<file path="src/rtl/cart_mem_arbiter_pkg.sv">
// Shared cartridge types: mapper kinds, memory arbiter state and data/address constants.
package cart_mem_arbiter_pkg;

    typedef enum logic [2:0] {
        MAPPER_NONE,
        MAPPER_ASCII8,
        MAPPER_ASCII16,
        MAPPER_KONAMI,
        MAPPER_KONAMI_SCC
    } mapper_typ_t;

    typedef enum logic [1:0] {
        IDLE,
        WAIT,
        DONE
    } cart_arb_state_t;

    localparam logic [7:0]  CART_DATA_UNMAPPED = 8'hFF;
    localparam int unsigned CART_ADDR_W        = 25;

endpackage

</file>
<file path="src/rtl/cart_mem_arbiter.sv">
// Shares the cartridge memory port between the ROM-image loader and two slot mappers,
// with round-robin between slots, local answers for unmapped reads and a hang watchdog.
module cart_mem_arbiter
    import cart_mem_arbiter_pkg::*;
#(
    parameter int unsigned TIMEOUT = 255
) (
    input  logic                   clk,
    input  logic                   reset,
    input  logic                   dl_req,
    input  logic [CART_ADDR_W-1:0] dl_addr,
    input  logic [7:0]             dl_data,
    output logic                   dl_ack,
    input  logic [1:0]             rd_req,
    input  logic [CART_ADDR_W-1:0] rd_addr0,
    input  logic [CART_ADDR_W-1:0] rd_addr1,
    input  logic [1:0]             rd_unmaped,
    output logic [7:0]             rd_data,
    output logic [1:0]             rd_ack,
    output logic                   mem_req,
    output logic                   mem_we,
    output logic [CART_ADDR_W-1:0] mem_addr,
    output logic [7:0]             mem_din,
    input  logic [7:0]             mem_dout,
    input  logic                   mem_ready,
    output logic                   timeout_err
);

    localparam logic [15:0] TimeoutLast = 16'(TIMEOUT - 1);

    cart_arb_state_t        state_q, state_d;
    logic                   rr_last_q, rr_last_d;
    logic                   slot_q, slot_d;
    logic [15:0]            cnt_q, cnt_d;
    logic                   mem_req_q, mem_req_d;
    logic                   mem_we_q, mem_we_d;
    logic [CART_ADDR_W-1:0] mem_addr_q, mem_addr_d;
    logic [7:0]             mem_din_q, mem_din_d;
    logic [7:0]             rd_data_q, rd_data_d;
    logic                   dl_ack_q, dl_ack_d;
    logic [1:0]             rd_ack_q, rd_ack_d;
    logic                   timeout_err_q, timeout_err_d;
    logic                   pick;

    // Slot to serve: the one not served last when both ask, otherwise whichever asks.
    function automatic logic rr_pick(input logic [1:0] req, input logic last);
        if (req == 2'b11) begin
            return ~last;
        end
        return req[1];
    endfunction

    always_comb begin
        state_d       = state_q;
        rr_last_d     = rr_last_q;
        slot_d        = slot_q;
        cnt_d         = cnt_q;
        mem_req_d     = mem_req_q;
        mem_we_d      = mem_we_q;
        mem_addr_d    = mem_addr_q;
        mem_din_d     = mem_din_q;
        rd_data_d     = rd_data_q;
        dl_ack_d      = 1'b0;
        rd_ack_d      = 2'b00;
        timeout_err_d = timeout_err_q;
        pick          = rr_pick(rd_req, rr_last_q);

        case (state_q)
            IDLE: begin
                if (dl_req) begin
                    mem_addr_d = dl_addr;
                    mem_din_d  = dl_data;
                    mem_we_d   = 1'b1;
                    mem_req_d  = 1'b1;
                    cnt_d      = 16'd0;
                    state_d    = WAIT;
                end else if (rd_req != 2'b00) begin
                    rr_last_d = pick;
                    slot_d    = pick;
                    if (rd_unmaped[pick]) begin
                        rd_data_d      = CART_DATA_UNMAPPED;
                        rd_ack_d[pick] = 1'b1;
                        state_d        = DONE;
                    end else begin
                        mem_addr_d = pick ? rd_addr1 : rd_addr0;
                        mem_we_d   = 1'b0;
                        mem_req_d  = 1'b1;
                        cnt_d      = 16'd0;
                        state_d    = WAIT;
                    end
                end
            end
            WAIT: begin
                // A ready in the final watchdog cycle still counts as a completed access.
                if (mem_ready || cnt_q == TimeoutLast) begin
                    mem_req_d = 1'b0;
                    state_d   = DONE;
                    if (!mem_ready) begin
                        timeout_err_d = 1'b1;
                    end
                    if (mem_we_q) begin
                        dl_ack_d = 1'b1;
                    end else begin
                        rd_data_d        = mem_ready ? mem_dout : CART_DATA_UNMAPPED;
                        rd_ack_d[slot_q] = 1'b1;
                    end
                end else begin
                    cnt_d = cnt_q + 16'd1;
                end
            end
            DONE: begin
                state_d = IDLE;
            end
            default: begin
                state_d = IDLE;
            end
        endcase
    end

    always_ff @(posedge clk) begin
        if (reset) begin
            state_q       <= IDLE;
            rr_last_q     <= 1'b1;
            slot_q        <= 1'b0;
            cnt_q         <= 16'd0;
            mem_req_q     <= 1'b0;
            mem_we_q      <= 1'b0;
            mem_addr_q    <= '0;
            mem_din_q     <= 8'd0;
            rd_data_q     <= CART_DATA_UNMAPPED;
            dl_ack_q      <= 1'b0;
            rd_ack_q      <= 2'b00;
            timeout_err_q <= 1'b0;
        end else begin
            state_q       <= state_d;
            rr_last_q     <= rr_last_d;
            slot_q        <= slot_d;
            cnt_q         <= cnt_d;
            mem_req_q     <= mem_req_d;
            mem_we_q      <= mem_we_d;
            mem_addr_q    <= mem_addr_d;
            mem_din_q     <= mem_din_d;
            rd_data_q     <= rd_data_d;
            dl_ack_q      <= dl_ack_d;
            rd_ack_q      <= rd_ack_d;
            timeout_err_q <= timeout_err_d;
        end
    end

    assign mem_req     = mem_req_q;
    assign mem_we      = mem_we_q;
    assign mem_addr    = mem_addr_q;
    assign mem_din     = mem_din_q;
    assign rd_data     = rd_data_q;
    assign dl_ack      = dl_ack_q;
    assign rd_ack      = rd_ack_q;
    assign timeout_err = timeout_err_q;

endmodule

</file>
<file path="config.mk">
export PLATFORM = sky130hd
export DESIGN_NAME = cart_mem_arbiter
export DESIGN_NICKNAME = d
export VERILOG_FILES = /design/src/rtl/cart_mem_arbiter_pkg.sv /design/src/rtl/cart_mem_arbiter.sv
export SDC_FILE = /design/constraint.sdc
export NUM_CORES = 1
export LEC_CHECK = 0
export BUFFER_PORTS_ARGS = -buffer_cell sky130_fd_sc_hd__clkbuf_2
export CAP_MARGIN = 15
export CORE_ASPECT_RATIO = 0.5
export CORE_MARGIN = 2
export CORE_UTILIZATION = 35
export DETAILED_ROUTE_END_ITERATION = 8
export PLACE_DENSITY = 0.66
export SLEW_MARGIN = 20
export SYNTH_ARGS = -nofsm -noshare
export SYNTH_HDL_FRONTEND = slang
export SYNTH_SLANG_ARGS = --single-unit
</file>
<file path="constraint.sdc">
create_clock -name clk -period 1.95 [get_ports clk]
set_input_delay 0.0975 -clock clk [delete_from_list [all_inputs] [get_ports clk]]
set_output_delay 0.0975 -clock clk [all_outputs]
set_load 0.05 [all_outputs]
</file>
# After elaboration in Yosys (flattened, before gate mapping)
# Index checks and enable logic that the tools add are counted.
[classes]
n_addsub = 1
reduce_logical = 16
muxes = 45
eq_ne = 12
bitwise_logic = 5
order_cmp = 4
[op_table]
columns = ["operator", "n"]
rows = [
  ["two-way mux 25 bit", 4],
  ["two-way mux 16 bit", 4],
  ["two-way mux 8 bit", 6],
  ["case mux 16 bit (2 select lines)", 1],
  ["two-way mux 2 bit", 9],
  ["adder 16 x 1 -> 16 bit (second input constant)", 1],
  ["equality test 16 x 8 -> 1 bit (second input constant)", 1],
  ["case mux 8 bit (2 select lines)", 1],
  ["two-way mux 1 bit", 15],
  ["!= test 2 bit (second input constant)", 7],
  ["AND reduction 3 bit", 3],
  ["case mux 2 bit (2 select lines)", 2],
  ["AND reduction 4 bit", 2],
  ["!= test 3 bit (second input constant)", 2],
  ["AND reduction 6 bit", 1],
  ["nonzero test 2 bit", 3],
  ["inverter 1 bit", 5],
  ["< comparator 1 x 2 -> 1 bit (second input constant)", 2],
  ["AND reduction 2 bit", 2],
  ["OR reduction 3 bit", 1],
  ["demux 1 bit (select 1 bit)", 2],
  ["equality test 2 x 1 -> 1 bit (second input constant)", 1],
  ["equality test 2 bit (second input constant)", 1],
  [">= comparator 1 bit (second input constant)", 2],
  ["4 further kinds", 5],
]
[totals]
output_inout_bits = 47
reg_bits = 67
wordCells = 95
input_bits = 99

# Depth between registers and ports, before layout
# Gate-level depths: netlist of the first run.
[logic_depth]
depth_word = 11
mapped_depth = 9
mapped_depth_nobuf = 7

# Least setup slack after synthesis of the first run
# No wires, ideal clock.
[synth_timing]
kind = "reg-to-reg"
startpoint = "reg cnt_q[0]"
endpoint = "reg cnt_q[14]"
setup_slack_ps = 116
path_buffers = 2
path_stages_with_launch = 10
arrival_ps = 1762
period_less_slack_ps = 1834
path_cell_list = "dfxtp_1 > inv_1 > ha_1 > nor4b_1 > nand4_1 > o21a_1 > buf_6 > buf_6 > o211ai_2 > mux2i_1"
[synth_between]
elab_chain_len = 4
elab_cells_between_ends = 7
[synth_rtl]
columns = ["element", "line_no", "source"]
rows = [
  ["start: declaration", "cart_mem_arbiter.sv:34", "logic [15:0] cnt_q, cnt_d;"],
  ["start signal: assignment", "cart_mem_arbiter.sv:138", "cnt_q <= cnt_d;"],
  ["branches (longest 4 deep; another with adder 16 x 1 -> 16 bit)", "n/a", ""],
]
# Parallel ways; which one is timed is not known. The select of a mux whose other input is x is not followed.
# A chain may end at the register's enable or synchronous reset.

# Final worst setup path of the first run
[layout_timing]
startpoint = "reg cnt_q[0]"
endpoint = "reg cnt_q[11]"
# The elaborated chain is that of the path after synthesis.

==> impl_metrics.py, run 1 <==
metrics = {
    "setup_path": {
        "crit_fanout": 5,
        "arrival_ps": 2140,
        "r2r_cells": 10,
        "worstPathRequired_ps": 2220,
        "crit_path_start_kind": "flop",
        "worstReg2RegEnd": "cnt_q[11]$_SDFFE_PP0P_",
        "end_kind": "flop",
        "r2r_start": "cnt_q[0]$_SDFFE_PP0P_",
        "worstSetupPathType": "flop to flop",
        "reg2reg_setup_slack_ps": 80,
    },
    "final_layout": {
        "fillers": 948,
        "syn_to_final_growth_pct": 40.72,
        "n_antenna_cell": 0,
        "nets": 707,
        "drive_above_1_share": 0.3459,
        "fin_util": 0.5096,
    },
    "die": {
        "die_h_um": 74.02,
        "dieWidth_um": 144.0,
        "floorplan.initialDensity": 0.3621,
        "die_area_um2": 10660,
        "boundaryPins": 146,
        "core_um2": 9478,
        "row_count": 25,
    },
    "grt": {
        "overflow": 0,
        "track_usage": 0.1774,
        "antenna_found_initial": 0,
        "grt_pass1_wl_mm": 14.96,
        "grt_pass1_vias": 3279,
        "grt_max_degree": 51,
    },
    "timing": {
        "setup_violations": 0,
        "maxSlewViolCount": 0,
        "fin_crit_ps": 1870,
        "skew_ps": 6.764,
        "fmax_mhz": 534.7,
        "finalHoldViolCount": 0,
        "finalHoldWorstSlack_ps": 6.507,
        "max_slew_margin": 0.6179,
        "tightest_slew_ps": 568.7,
        "timing.final.crit_share": 0.9591,
    },
    "routing": {
        "wl_per_cell_um": 13.30,
        "vias": 3689,
        "ant_nets": 0,
        "via_per_inst": 4.952,
        "drc_errors": 0,
        "drt-total-wl_mm": 9.906,
        "firstDrtPassIters": 5,
        "drt_iter0_drc": 202,
    },
    "place": {
        "port_buffers": 145,
        "post-dp-hpwl_mm": 7.104,
        "gp_congestion": 0.8718,
    },
    "logic_synthesis": {
        "yosysTopAreaCell": "dfxtp_1",
        "synth-edff-count": 0,
        "synth_top_area_frac": 0.3908,
        "synthCells": 443,
        "ys.flop_type": "dfxtp_1",
        "synth_nets": 544,
        "synthArstFlopShare": 0,
        "yosys-top-cells-count": "108 x nand2_1, 67 x dfxtp_1, 50 x a21oi_1",
        "syn_area_um2": 3432,
        "ys_ff_latch": 67,
        "yosys.cell_types.count": 51,
        "yosys.cell_count.top_type": "nand2_1",
        "avgSynthCellArea_um2": 7.747,
        "ys_top_cells_by_area": "dfxtp_1 39%, nand2_1 12%, a21oi_1 7.3%",
        "synth_warnings": 0,
        "yosysSeqAreaShare": 0.3908,
    },
    "clocking": {
        "cts-root-buf": "clkbuf_16",
        "cts.sinks": 67,
        "cts_max_level": 3,
        "numCtsBuffers": 9,
        "clk_latency_ps": 330,
        "cts_tree": "done",
        "clk_pin_slew_worst_paths_ps": 60,
        "cts_buffer_depth": 2,
    },
    "worst_hold_path": {
        "hold_class": "primary input to flop",
        "hold_path_depth": 3,
        "worstHoldEndpoint": "rd_data[3]$_SDFFE_PP1P_",
        "hp-start": "mem_dout[3]",
    },
    "power_and_ir_drop": {
        "leakage_uw": 0.002128,
        "switching_share": 0.3193,
        "p_per_area_nw_per_um2": 908.5,
        "ir_drop_mv": 0.3825,
        "p_sw_uw": 1401,
        "sequentialPowerShare": 0.350,
        "fin_total_pwr_uw": 4388,
        "p_clk_frac": 0.390,
        "p_int_uw": 2987,
        "p_comb_frac": 0.260,
    },
    "outcome": {
        "status": "finished clean",
    },
    "run": {
        "cap_violations": 0,
    },
}
-- placed cells by master (no fill, tap or decap), types with 3 or more instances in the layout --
| master | instances |
|---|---|
| a21oi_1 | 50 |
| a2bb2oi_1 | 3 |
| and3_1 | 5 |
| buf_4 | 27 |
| clkbuf_16 | 9 |
| clkbuf_2 | 146 |
| dfxtp_1 | 66 |
| dlygate4sd3_1 | 8 |
| inv_1 | 5 |
| mux2i_1 | 8 |
| nand2_1 | 108 |
| nand2b_1 | 9 |
| nand3_1 | 34 |
| nor2_1 | 34 |
| nor3_1 | 10 |
| o2111ai_1 | 4 |
| o211ai_1 | 26 |
| o21ai_0 | 7 |
-- worst max-delay path, cell delays in order (launching register included) --
cell and delay [ps]:
dfxtp_2 330, inv_2 50, ha_4 150, nor4b_2 150
nand4_1 100, buf_4 140, o21ai_4 70, buf_12 140
buf_8 120, a2111oi_4 350, mux2i_1 200
-- per-stage QoR --
stage	instance area, um^2	setup WS, ps	cells	setup TNS (ps)
final	4830	79.69	745	0
after global routing	4830	-16.35	745	-16.35
after CTS	4725	4.757	739	0
after detailed placement	4327	-8.398	716	-11.78
after global placement	4327	63.40	716	0
after floorplan	3432	116.3	443	0
-- cell type report --
cell class                 count  area (um^2)  area share
multi-input combinational    338         1927      0.3990
clock inverter                 5        77.57     0.01606
sequential                    67         1343      0.2780
tap                          135        168.9     0.03497
clock buffer                  10        239.0     0.04948
timing repair buffer         183         1049      0.2171
inverter                       7        26.28    0.005440
-- metal layers --
metal	up-vias	wire (um)	GRT usage
li1	1881	-	-
met1	1712	4292	0.2097
met2	85	5004	0.3206
met3	11	491	0.04894
met4	0	118	0.05447
met5	-	0	0
-- timing repair --
action	CTS	global route
hold buffers	8	0
pin swaps	0	3
endpoints found under the setup margin	5	21
buffers inserted	0	6
hold endpoints to repair	8	0
gates resized for setup	1	11
-- worst max-delay path by stage --
stage | start | slack (ps) | end | depth (start not counted)
floorplan | cnt_q[0]$_SDFFE_PP0P_ | 120 | cnt_q[14]$_SDFFE_PP0P_ | 9
global placement | cnt_q[0]$_SDFFE_PP0P_ | 60 | cnt_q[2]$_SDFFE_PP0P_ | 7
detailed placement | cnt_q[0]$_SDFFE_PP0P_ | -8 | cnt_q[6]$_SDFFE_PP0P_ | 7
CTS | cnt_q[0]$_SDFFE_PP0P_ | 5 | rd_data[6]$_SDFFE_PP1P_ | 8
global route | cnt_q[0]$_SDFFE_PP0P_ | -20 | cnt_q[11]$_SDFFE_PP0P_ | 10
finish | cnt_q[0]$_SDFFE_PP0P_ | 80 | cnt_q[11]$_SDFFE_PP0P_ | 10
-- logic make-up (layout without fill, tap and decap cells) --
family / after synthesis / count (layout) / share of synthesized area
AO/OA/AOI/OAI: 115 / 115 / 0.2446
adder cells (fa/ha/maj): 2 / 2 / 0.007290
buffers and inverters: 38 / 205 / 0.06015
flip-flops: 67 / 67 / 0.3908
multiplexers: 8 / 8 / 0.02333
AND/OR/NAND/NOR: 213 / 213 / 0.2738
-- power by group through the flow --
| stage | combinational [uW] | sequential (uW) | clock (uW) |
|---|---|---|---|
| 2_1_floorplan | 478 | 1860 | 0 |
| 3_3_place_gp | 1090 | 1560 | 0 |
| 3_5_place_dp | 1100 | 1560 | 0 |
| 4_1_cts | 1120 | 1530 | 1750 |
| 5_1_grt | 1230 | 1550 | 1800 |
| 6_report | 1140 | 1530 | 1710 |
-- sequential cells by signal, summed over array words and instances, names as in the netlist --
| name | cells |
|---|---|
| mem_addr | 25 |
| cnt_q | 16 |
| mem_din | 8 |
| rd_data | 8 |
| rd_ack | 2 |
| state_q | 2 |
| dl_ack | 1 |
| mem_req | 1 |
| mem_we | 1 |
| rr_last_q | 1 |
| slot_q | 1 |
| timeout_err | 1 |
(Power assumes the default switching activity.)
==> run 2, diff against run 1 <==
- ABC_AREA: unset -> 1
- clock period: 1.95 -> 1.7 ns (I/O delays scaled with it)
==> run 2 against run 1 <==
  * Hold slack better by 20 ps
  * Die area grew 3.4%
  * Cell count is 16% higher
  * Flip-flop and latch count did not move
  * Critical endpoint is now rd_data[0]$_SDFFE_PP1P_
  * Largest cell class unchanged
  * Largest power group is now combinational logic
  * Highest routed layer unchanged
==> impl_metrics.py, run 2 <==
metrics = {
    "logic_synthesis": {
        "yosysSeqAreaShare": 0.3776,
        "synth-edff-count": 0,
        "yosysTopAreaCell": "dfxtp_1",
        "synth_nets": 673,
        "ys.flop_type": "dfxtp_1",
        "synthArstFlopShare": 0,
        "yosys.cell_count.top_type": "nand2_1",
        "ys_ff_latch": 67,
        "synthCells": 572,
        "avgSynthCellArea_um2": 6.210,
        "ys_top_cells_by_area": "dfxtp_1 38%, nand2_1 20%, nor2_1 12%",
        "syn_area_um2": 3552,
        "yosys.cell_types.count": 30,
        "yosys-top-cells-count": "185 x nand2_1, 115 x nor2_1, 67 x dfxtp_1",
        "synth_warnings": 0,
        "synth_top_area_frac": 0.3776,
    },
    "clocking": {
        "clk_latency_ps": 330,
        "cts.sinks": 67,
        "cts_tree": "done",
        "cts-root-buf": "clkbuf_16",
        "cts_max_level": 3,
        "clk_pin_slew_worst_paths_ps": 50,
        "cts_buffer_depth": 2,
        "numCtsBuffers": 9,
    },
    "outcome": {
        "status": "finished clean",
    },
    "timing": {
        "setup_violations": 0,
        "maxSlewViolCount": 0,
        "finalHoldViolCount": 0,
        "finalHoldWorstSlack_ps": 26.70,
        "fin_crit_ps": 1537,
        "skew_ps": 7.498,
        "tightest_slew_ps": 426.5,
        "max_slew_margin": 0.7148,
        "timing.final.crit_share": 0.9041,
        "fmax_mhz": 650.6,
        "rsz0062_at_grt": "no",
    },
    "routing": {
        "wl_per_cell_um": 12.24,
        "vias": 4094,
        "firstDrtPassIters": 5,
        "drc_errors": 0,
        "via_per_inst": 4.744,
        "drt_iter0_drc": 199,
        "drt-total-wl_mm": 10.56,
        "ant_nets": 0,
    },
    "run": {
        "cap_violations": 0,
    },
    "die": {
        "dieWidth_um": 146.5,
        "die_h_um": 75.24,
        "row_count": 25,
        "boundaryPins": 146,
        "die_area_um2": 11020,
        "floorplan.initialDensity": 0.3675,
        "core_um2": 9666,
    },
    "grt": {
        "antenna_found_initial": 0,
        "grt_busiest_layer": "met2",
        "grt_pass1_vias": 3597,
        "grt_max_degree": 52,
        "track_usage": 0.1923,
        "overflow": 0,
        "met1_usage": 0.2254,
        "grt_pass1_wl_mm": 16.72,
        "grtUsageMet3": 0.05152,
        "grt_util_met2": 0.3480,
    },
    "final_layout": {
        "syn_to_final_growth_pct": 37.79,
        "drive_above_1_share": 0.2734,
        "nets": 826,
        "multi_input_area_um2": 2001,
        "fillers": 1003,
        "regArea_um2": 1343,
        "largest_reg_flops": 25,
        "layout_common_cells": "184 x nand2_1, 145 x clkbuf_2, 113 x nor2_1",
        "fin_util": 0.5064,
        "n_antenna_cell": 0,
        "final_common_cell": "nand2_1",
        "finalNonFillerCells": 863,
    },
    "setup_path": {
        "worstPathRequired_ps": 1900,
        "crit_fanout": 9,
        "end_kind": "flop",
        "arrival_ps": 1730,
        "worstSetupPathType": "flop to flop",
        "crit_path_start_kind": "flop",
    },
    "power_and_ir_drop": {
        "leakage_uw": 0.002395,
        "p_per_area_nw_per_um2": 1158,
        "ir_drop_mv": 0.5276,
    },
    "place": {
        "gp_congestion": 0.8386,
        "port_buffers": 145,
        "post-dp-hpwl_mm": 7.680,
        "placed_cells": 841,
    },
    "worst_hold_path": {
        "hold_class": "primary input to flop",
    },
}
==> run 2: changes by cell type after synthesis, moves of 7 or more <==
| cell | previous run | this run |
|---|---|---|
| a21oi_1 | 50 | 24 |
| buf_2 | 3 | 12 |
| inv_1 | 6 | 15 |
| inv_2 | 1 | 8 |
| mux2i_1 | 8 | 0 |
| nand2_1 | 108 | 185 |
| nand2b_1 | 9 | 0 |
| nand3_1 | 34 | 55 |
| nand4_1 | 1 | 13 |
| nor2_1 | 34 | 115 |
| o211ai_1 | 26 | 0 |
| o21ai_0 | 7 | 32 |
==> run 2: area by class of cell <==
cell class                      count  area share
Sequential cell                    67      0.2743
Timing Repair Buffer              170      0.2007
Multi-Input combinational cell    452      0.4087
Clock inverter                      2    0.007157
Tap cell                          135     0.03451
Inverter                           25     0.02019
Clock buffer                       12     0.05445
==> run 2: kinds of logic (layout without fill, tap and decap cells) <==
kind of cell | count (synthesis) | count (layout) | synth area share
fa+ha+maj | 2 | 2 | 0.007044
flops | 67 | 67 | 0.3776
buf+inv | 53 | 209 | 0.06657
simple gates | 386 | 386 | 0.4569
compound gates | 63 | 63 | 0.08947
xor+xnor | 1 | 1 | 0.002466
==> run 2: final timing paths <==
kind                                 from                       to  slack [ps]  depth (start not counted)
setup / recovery  state_q[1]$_SDFFE_PP0P_  rd_data[0]$_SDFFE_PP1P_         160                          8
hold / removal              rd_unmaped[1]     rd_ack[1]$_SDFF_PP0_          30                          3
setup reg to reg  state_q[1]$_SDFFE_PP0P_  rd_data[0]$_SDFFE_PP1P_         160                          8
hold reg to reg   rd_data[7]$_SDFFE_PP1P_  rd_data[7]$_SDFFE_PP1P_         460                          2
==> run 2: metal layers <==
layer	wire length [um]	vias up
li1	-	2146
met1	4572	1818
met2	5140	112
met3	648	18
met4	200	0
met5	0	-
==> run 2: power breakdown <==
group	internal (uW)	switching, uW
Clock	1230	634
Combinational	550	1380
Sequential	1770	102
==> run 2: metrics by stage <==
stage	area [um^2]	total power (uW)	setup WS [ps]	setup TNS, ps
2_1_floorplan	3552	3292	246.4	0
3_3_place_gp	4457	3770	21.87	0
3_5_place_dp	4457	3784	-37.98	-177.1
4_1_cts	4846	5704	52.05	0
5_1_grt	4895	6001	2.938	0
6_report	4895	5667	163.0	0
==> run 2: timing repair <==
item | CTS | global route
gates resized for setup | 2 | 13
setup buffers | 0 | 0
hold endpoints to repair | 8 | 0
pin swaps | 0 | 1
setup endpoints to repair | 12 | 40
hold buffers | 8 | 0
==> run 2: worst max-delay path, cell delays in order, from the launching register on <==
cell and delay, ps:
dfxtp_1 340, buf_4 130, inv_2 50, nand2_2 110
nor2_4 50, nor3_4 380, nand3_4 180, nand2_1 100
nand3_1 60
